$ cat src/rtl/uart_rx_fifo.sv
// rtl/uart_rx_fifo.sv - UART receive buffer with error status and flow-control flags
//
// Purpose:
//   Buffers characters from the UART deserializer together with their 3-bit
//   receive status. The host pops the oldest entry onto registered outputs.
//   Occupancy flags and RTS are decoded from the registered count.
//
// Ports:
//   Clk           in   baud-domain clock, rising edge
//   Rst           in   synchronous active-high reset
//   Rx_Data       in   received character
//   Rx_Err        in   receiver status {frame, parity, break}
//   Rx_Valid      in   one-cycle strobe qualifying Rx_Data/Rx_Err
//   Pop_Data      in   host read strobe, one pop per high cycle
//   Data_Out      out  character of the last popped entry
//   Rx_Error      out  status bits of the last popped entry
//   Data_Rdy      out  one-cycle pulse after a successful pop
//   FIFO_Empty    out  count == 0
//   FIFO_Full     out  count >= entries/2 + 1
//   FIFO_Overflow out  count == entries; further pushes are dropped
//   RTS           out  !FIFO_Full

module uart_rx_fifo #(
  parameter int DATA_BITS  = 8,
  parameter int FIFO_WIDTH = 8
) (
  input  logic                 Clk,
  input  logic                 Rst,
  input  logic [DATA_BITS-1:0] Rx_Data,
  input  logic [2:0]           Rx_Err,
  input  logic                 Rx_Valid,
  input  logic                 Pop_Data,
  output logic [DATA_BITS-1:0] Data_Out,
  output logic [2:0]           Rx_Error,
  output logic                 Data_Rdy,
  output logic                 FIFO_Empty,
  output logic                 FIFO_Full,
  output logic                 FIFO_Overflow,
  output logic                 RTS
);

  localparam int FIFO_ENTRIES = 1 << FIFO_WIDTH;
  localparam int WORD_BITS    = DATA_BITS + 3;

  // Count thresholds, sized to the count register.
  localparam logic [FIFO_WIDTH:0] CNT_ONE  = {{FIFO_WIDTH{1'b0}}, 1'b1};
  localparam logic [FIFO_WIDTH:0] CNT_MAX  = {1'b1, {FIFO_WIDTH{1'b0}}};
  localparam logic [FIFO_WIDTH:0] CNT_FULL = {2'b01, {(FIFO_WIDTH-1){1'b0}}} + CNT_ONE;

  logic [WORD_BITS-1:0]  mem_q [FIFO_ENTRIES];

  logic [FIFO_WIDTH-1:0] wr_ptr_q, wr_ptr_d;
  logic [FIFO_WIDTH-1:0] rd_ptr_q, rd_ptr_d;
  logic [FIFO_WIDTH:0]   count_q, count_d;
  logic [DATA_BITS-1:0]  data_out_q, data_out_d;
  logic [2:0]            rx_error_q, rx_error_d;
  logic                  data_rdy_q, data_rdy_d;

  logic                  push;
  logic                  pop;
  logic [WORD_BITS-1:0]  rd_word;

  // A pop at full frees a slot in the same cycle, so a simultaneous push is
  // still accepted. At empty the pop is ignored and the push lands normally.
  assign pop     = Pop_Data && (count_q != '0);
  assign push    = Rx_Valid && ((count_q < CNT_MAX) || pop);
  assign rd_word = mem_q[rd_ptr_q];

  always_comb begin
    wr_ptr_d   = wr_ptr_q;
    rd_ptr_d   = rd_ptr_q;
    count_d    = count_q;
    data_out_d = data_out_q;
    rx_error_d = rx_error_q;
    data_rdy_d = pop;

    if (push) begin
      wr_ptr_d = wr_ptr_q + 1'b1;
    end
    if (pop) begin
      rd_ptr_d   = rd_ptr_q + 1'b1;
      data_out_d = rd_word[DATA_BITS-1:0];
      rx_error_d = rd_word[WORD_BITS-1:DATA_BITS];
    end

    case ({push, pop})
      2'b10:   count_d = count_q + CNT_ONE;
      2'b01:   count_d = count_q - CNT_ONE;
      default: count_d = count_q;
    endcase
  end

  always_ff @(posedge Clk) begin
    if (Rst) begin
      wr_ptr_q   <= '0;
      rd_ptr_q   <= '0;
      count_q    <= '0;
      data_out_q <= '0;
      rx_error_q <= '0;
      data_rdy_q <= 1'b0;
    end else begin
      wr_ptr_q   <= wr_ptr_d;
      rd_ptr_q   <= rd_ptr_d;
      count_q    <= count_d;
      data_out_q <= data_out_d;
      rx_error_q <= rx_error_d;
      data_rdy_q <= data_rdy_d;
    end
  end

  // Storage is not reset; stale words are unreachable once the pointers clear.
  always_ff @(posedge Clk) begin
    if (!Rst && push) begin
      mem_q[wr_ptr_q] <= {Rx_Err, Rx_Data};
    end
  end

  assign Data_Out      = data_out_q;
  assign Rx_Error      = rx_error_q;
  assign Data_Rdy      = data_rdy_q;
  assign FIFO_Empty    = (count_q == '0);
  assign FIFO_Full     = (count_q >= CNT_FULL);
  assign FIFO_Overflow = (count_q == CNT_MAX);
  assign RTS           = !FIFO_Full;

endmodule

$ cat config.mk
export PLATFORM = sky130hd
export DESIGN_NAME = uart_rx_fifo
export DESIGN_NICKNAME = d
export VERILOG_FILES = /design/src/rtl/uart_rx_fifo.sv
export SDC_FILE = /design/constraint.sdc
export NUM_CORES = 2
export LEC_CHECK = 0
export BUFFER_PORTS_ARGS = -buffer_cell sky130_fd_sc_hd__buf_2
export CORE_UTILIZATION = 45
export DETAILED_ROUTE_END_ITERATION = 12
export SETUP_SLACK_MARGIN = 0.15
export SLEW_MARGIN = 0
export SYNTH_ARGS = -nofsm -noshare
export SYNTH_HDL_FRONTEND = slang
export SYNTH_SLANG_ARGS = --single-unit
$ cat constraint.sdc
create_clock -name Clk -period 6.4 [get_ports Clk]
set_clock_uncertainty 0.15 [all_clocks]
set_input_delay 1.28 -clock Clk [delete_from_list [all_inputs] [get_ports Clk]]
set_output_delay 1.28 -clock Clk [all_outputs]
set_load 0.1 [all_outputs]
* Yosys cells after proc, flatten, opt, wreduce, memory -nomap -nowiden
Memory sizes are Yosys's and may differ from the RTL's. A register that Yosys moved wholly into a read port is not among the register bits. Cells that the tools add are included.
Storage, ports and cells: bits in writable memories 2816, memory bits (read-only) 0, bits in registers 26, latch bits 0, memories kept 1, input port bits 15
Operators by class: shift-type cells 0, muxes and demuxes 3, bitwise gates (word level) 0, order comparisons 2, $add $sub $neg 4, $mul 0, div/mod/pow operators 0, equal/unequal tests 3, reduce and logical (&&, ||, !) cells 9
Memories:
- mem_q | depth 256, width 11, rd ports 1, clocked after Yosys merged registers in 1, wr ports 1, line 50 | logic [WORD_BITS-1:0] mem_q [FIFO_ENTRIES];
Operator list (count):
- case mux 9 bit (2 select lines) | 1
- adder 8 x 1 -> 8 bit (second input constant) | 2
- adder 9 x 1 -> 9 bit (second input constant) | 1
- equality test 9 bit (second input constant) | 1
- >= comparator 9 x 8 -> 1 bit (second input constant) | 1
- logical NOT 9 bit | 1
- less-than comparator 9 bit (second input constant) | 1
- nonzero test 9 bit | 1
- subtractor 9 x 1 -> 9 bit (second input constant) | 1
- logical AND 1 bit | 3
- equality test 2 x 1 -> 1 bit (second input constant) | 1
- equality test 2 bit (second input constant) | 1
- logical NOT 1 bit | 2
- two-way mux 1 bit | 2
- nonzero test 2 bit | 1
- logical OR 1 bit | 1

* Depth between registers and ports, before layout
word-level depth 7, depth in mapped cells 14, gate-level depth less buffers 12

* Least setup slack after synthesis
No wires, ideal clock.
kind register to output, from reg count_q[3], to out FIFO_Empty, stages on the path, launching flop included 4, arrival time 3.203 ns, required time 4.970 ns, path buffers 0, setup slack 1.767 ns, cells stage by stage dfxtp_1 > or4_1 > or2_2 > nor3_1
On the way: longest elaborated chain between the ends 1
Ends and longest elaborated chain:
- start, declared | line 54 | logic [FIFO_WIDTH:0] count_q, count_d;
- start signal, assigned | line 104 | count_q <= count_d;
- logical NOT 9 bit | line 121 | assign FIFO_Empty = (count_q == '0);
- end, declared | line 36 | output logic FIFO_Empty,
Every way passes these cells.

* Worst setup path after layout
from reg count_q[3], to reg count_q[8]
On the way: longest elaborated chain between the ends 6
Ends and longest elaborated chain:
- nonzero test 9 bit (*) | line 65 | assign pop = Pop_Data && (count_q != '0);
- logical AND 1 bit (*) | line 65
- net data_rdy_d | line 57 | logic data_rdy_q, data_rdy_d;
- logical OR 1 bit | line 66 | assign push = Rx_Valid && ((count_q < CNT_MAX) || pop);
- logical AND 1 bit | line 66
- equality test 2 x 1 -> 1 bit or equality test 2 bit (tied branches) | line 86 | case ({push, pop})
- case mux 9 bit (2 select lines) or nonzero test 2 bit (tied branches)
Mark *: on every way through the listed nets, which the timed path passes. The rest lies on a longest branch. A chain may end at the register's enable or synchronous reset.

==> results.txt <==
clock sink count = 2853
VDD IR-drop max = 0.317 mV
Avg Inst Size Synth = 20.2 sq um
Distinct cells, synth = 76
layout net count = 5828
largest net degree at the start of global routing = 181
slack of the critical path = 1.74 ns
CP required = 7.10 ns
first-pass GRT wire length = 444 mm
mapped cell area = 112000 sq um
Setup TNS = 0 ns
proportion of netlist area held by the largest area contributor = 0.758
Slew @ Worst Pin = 1.39 ns
Mapped Cells = 5532
critical path's top delay family = compound AO/OA/AOI/OAI gates
HPWL after DPL = 189 mm
Routed Antenna Nets = 0
Critical Path AT = 5.36 ns
Final Util = 0.512
H-tree levels = 5
fraction of registers with async set/reset = 0
RSZ-0062 raised after global routing = no
Final Setup Violations = 0
Synth area leader = edfxtp_1
CTS root buffer = clkbuf_16
CTS buffer count = 310
EDFF count, synth = 2816
drt wl/cell = 33.9 microns
CTS tree = done
Routed WL = 317 mm
total leakage power = 38.6 nW
Die ar. = 250000 sq um
Post-Syn Nets = 5561
vias in the first global route = 57000
Post-Place Setup Slack = 1.35 ns
IO Port Bufs = 30
clock transition at the registers of the reported paths = 0.06 ns
DRT Pass-1 Iters = 5
vias per cell = 6.22
Max-cap violations = 0
Worst setup SP type = flip-flop
hold slack = 0.369 ns
total core area = 246000 sq um
CTS Hold Bufs = 0
Final Hold Violating Endpoints = 0
PD cells = 360 nW/um^2
initial antenna violation count = 17
drt drc = 0
Area growth, synth to finish = 13.0%
Ports = 31
leading cell types in the layout, fill and taps excluded = 2816 x edfxtp_1, 507 x mux4_2, 446 x mux2i_1
relative slew slack = 0.0620
via count = 58000
share of cells above drive strength 1 = 0.214
CP Capture Type = flip-flop
predominant post-synthesis flop cell = edfxtp_1
Synth Register Bits = 2853
Rows = 182
synth top area cells = edfxtp_1 76%, mux4_2 10%, mux2i_1 4.0%
max incr delay on CP = 0.60 ns
worst-path cell chain = or4_1, o41ai_2, buf_4, inv_1, ha_1, fa_1, a21o_1, a21oi_1, o21bai_1, a2111oi_0, nor4_1, or4_1, a21oi_1
Final period util = 0.729
die height = 500 microns
initial drt markers = 7806
Tmin final = 4.66 ns
GP Congestion = 0.854
Hold Path Class = flip-flop to flip-flop
commonest non-fill, non-tap cell in the layout = edfxtp_1
max-slew violations = 0
register area share after synthesis = 0.764
outcome = finished clean
crit path kind = flip-flop to flip-flop
global route overflow = 0
Syn. warnings = 0
clk buf depth = 4
Die X = 500 microns
crit-path max FO = 9
Resize count post-CTS = 0
initial core utilization = 0.453
worst-path cell with the longest stage delay = a2111oi_0
maximum clock rate = 0.214 GHz
GRT Total Usage = 0.252
CP bufs+invs = 2
Setup Buffers After CTS = 0
Worst-Skew Late Latency = 0.96 ns
==> cell type report <==
cell class	instances	area, sq um
inverter	13	62.6
fill	19400	120000
sequential	2853	85300
timing repair buffer	297	2690
multi-input combinational	2324	24300
antenna	4	10.0
clock buffer	382	8230
tap	3312	4140
clock inverter	143	1390
==> metal layers <==
metal  track usage  vias to the layer above  part of all wire
li1              -                    23500                 -
met1         0.358                    30900              0.40
met2         0.388                     3125              0.47
met3        0.0508                      512             0.095
met4        0.0924                        6             0.037
met5             0                        -           0.00015
==> through the flow <==
stage | cell area [sq um] | instances | power, mW
after floorplan | 112000 | 5532 | 26.3
after global placement | 116000 | 8798 | 28.5
after detailed placement | 116000 | 8799 | 28.6
after CTS | 126000 | 9324 | 45.6
after global routing | 126000 | 9326 | 46.6
final | 126000 | 9328 | 45.4
==> cells in the mapped netlist (16+ instances only) <==
cell type     n
buf_4        30
mux4_2      507
a31oi_1      27
buf_1        30
o211ai_1     20
buf_6        73
a21oi_1     112
mux2i_1     446
edfxtp_1   2816
o221ai_1    141
a211oi_1     16
mux2_2       16
clkbuf_1    159
and2_1       19
buf_2        44
o22ai_1     122
dfxtp_1      37
nor3_1       28
nand2_1     106
nand3_1      72
nor2_1      364
o21ai_0      60
a22oi_1      29
nor2b_1      18
or2_2        19
==> report_power, final <==
part           internal [mW]  switching, mW
combinational           2.96           4.37
sequential              20.6          0.209
clock                   10.1           7.11
==> flip-flops by register name, indices dropped and copies added, names as in the netlist <==
| register | cells |
|---|---|
| wr_ptr_q | 8 |
| Data_Rdy | 1 |
| Data_Out | 8 |
| count_q | 9 |
| rd_ptr_q | 8 |
| Rx_Error | 3 |
| mem_q | 2816 |
==> worst paths after layout <==
path,from,to,slack [ns],cells past startpoint
worst min-delay path,wr_ptr_q[1],wr_ptr_q[1],0.37,2
worst max-delay path,count_q[3],count_q[8],1.74,13
worst min register to register,wr_ptr_q[1],wr_ptr_q[1],0.37,2
worst max register to register,count_q[3],count_q[8],1.74,13
==> kinds of logic (layout without fill, tap and decap cells) <==
logic type / after synthesis / after routing / share of synthesized area
flops: 2853 / 2853 / 0.764
mux: 983 / 983 / 0.147
simple gates: 680 / 680 / 0.0267
compound gates: 628 / 628 / 0.0394
buf+inv: 355 / 835 / 0.0192
xor+xnor: 19 / 19 / 0.00149
fa+ha+maj: 14 / 14 / 0.00164
other cells: 0 / 4 / 0
==> worst min-delay path, cell delays in order (launching register included) <==
cell	delay (ns)
dfxtp_1	0.35
nand2_1	0.07
a21oi_1	0.06
(Power assumes the default switching activity.)
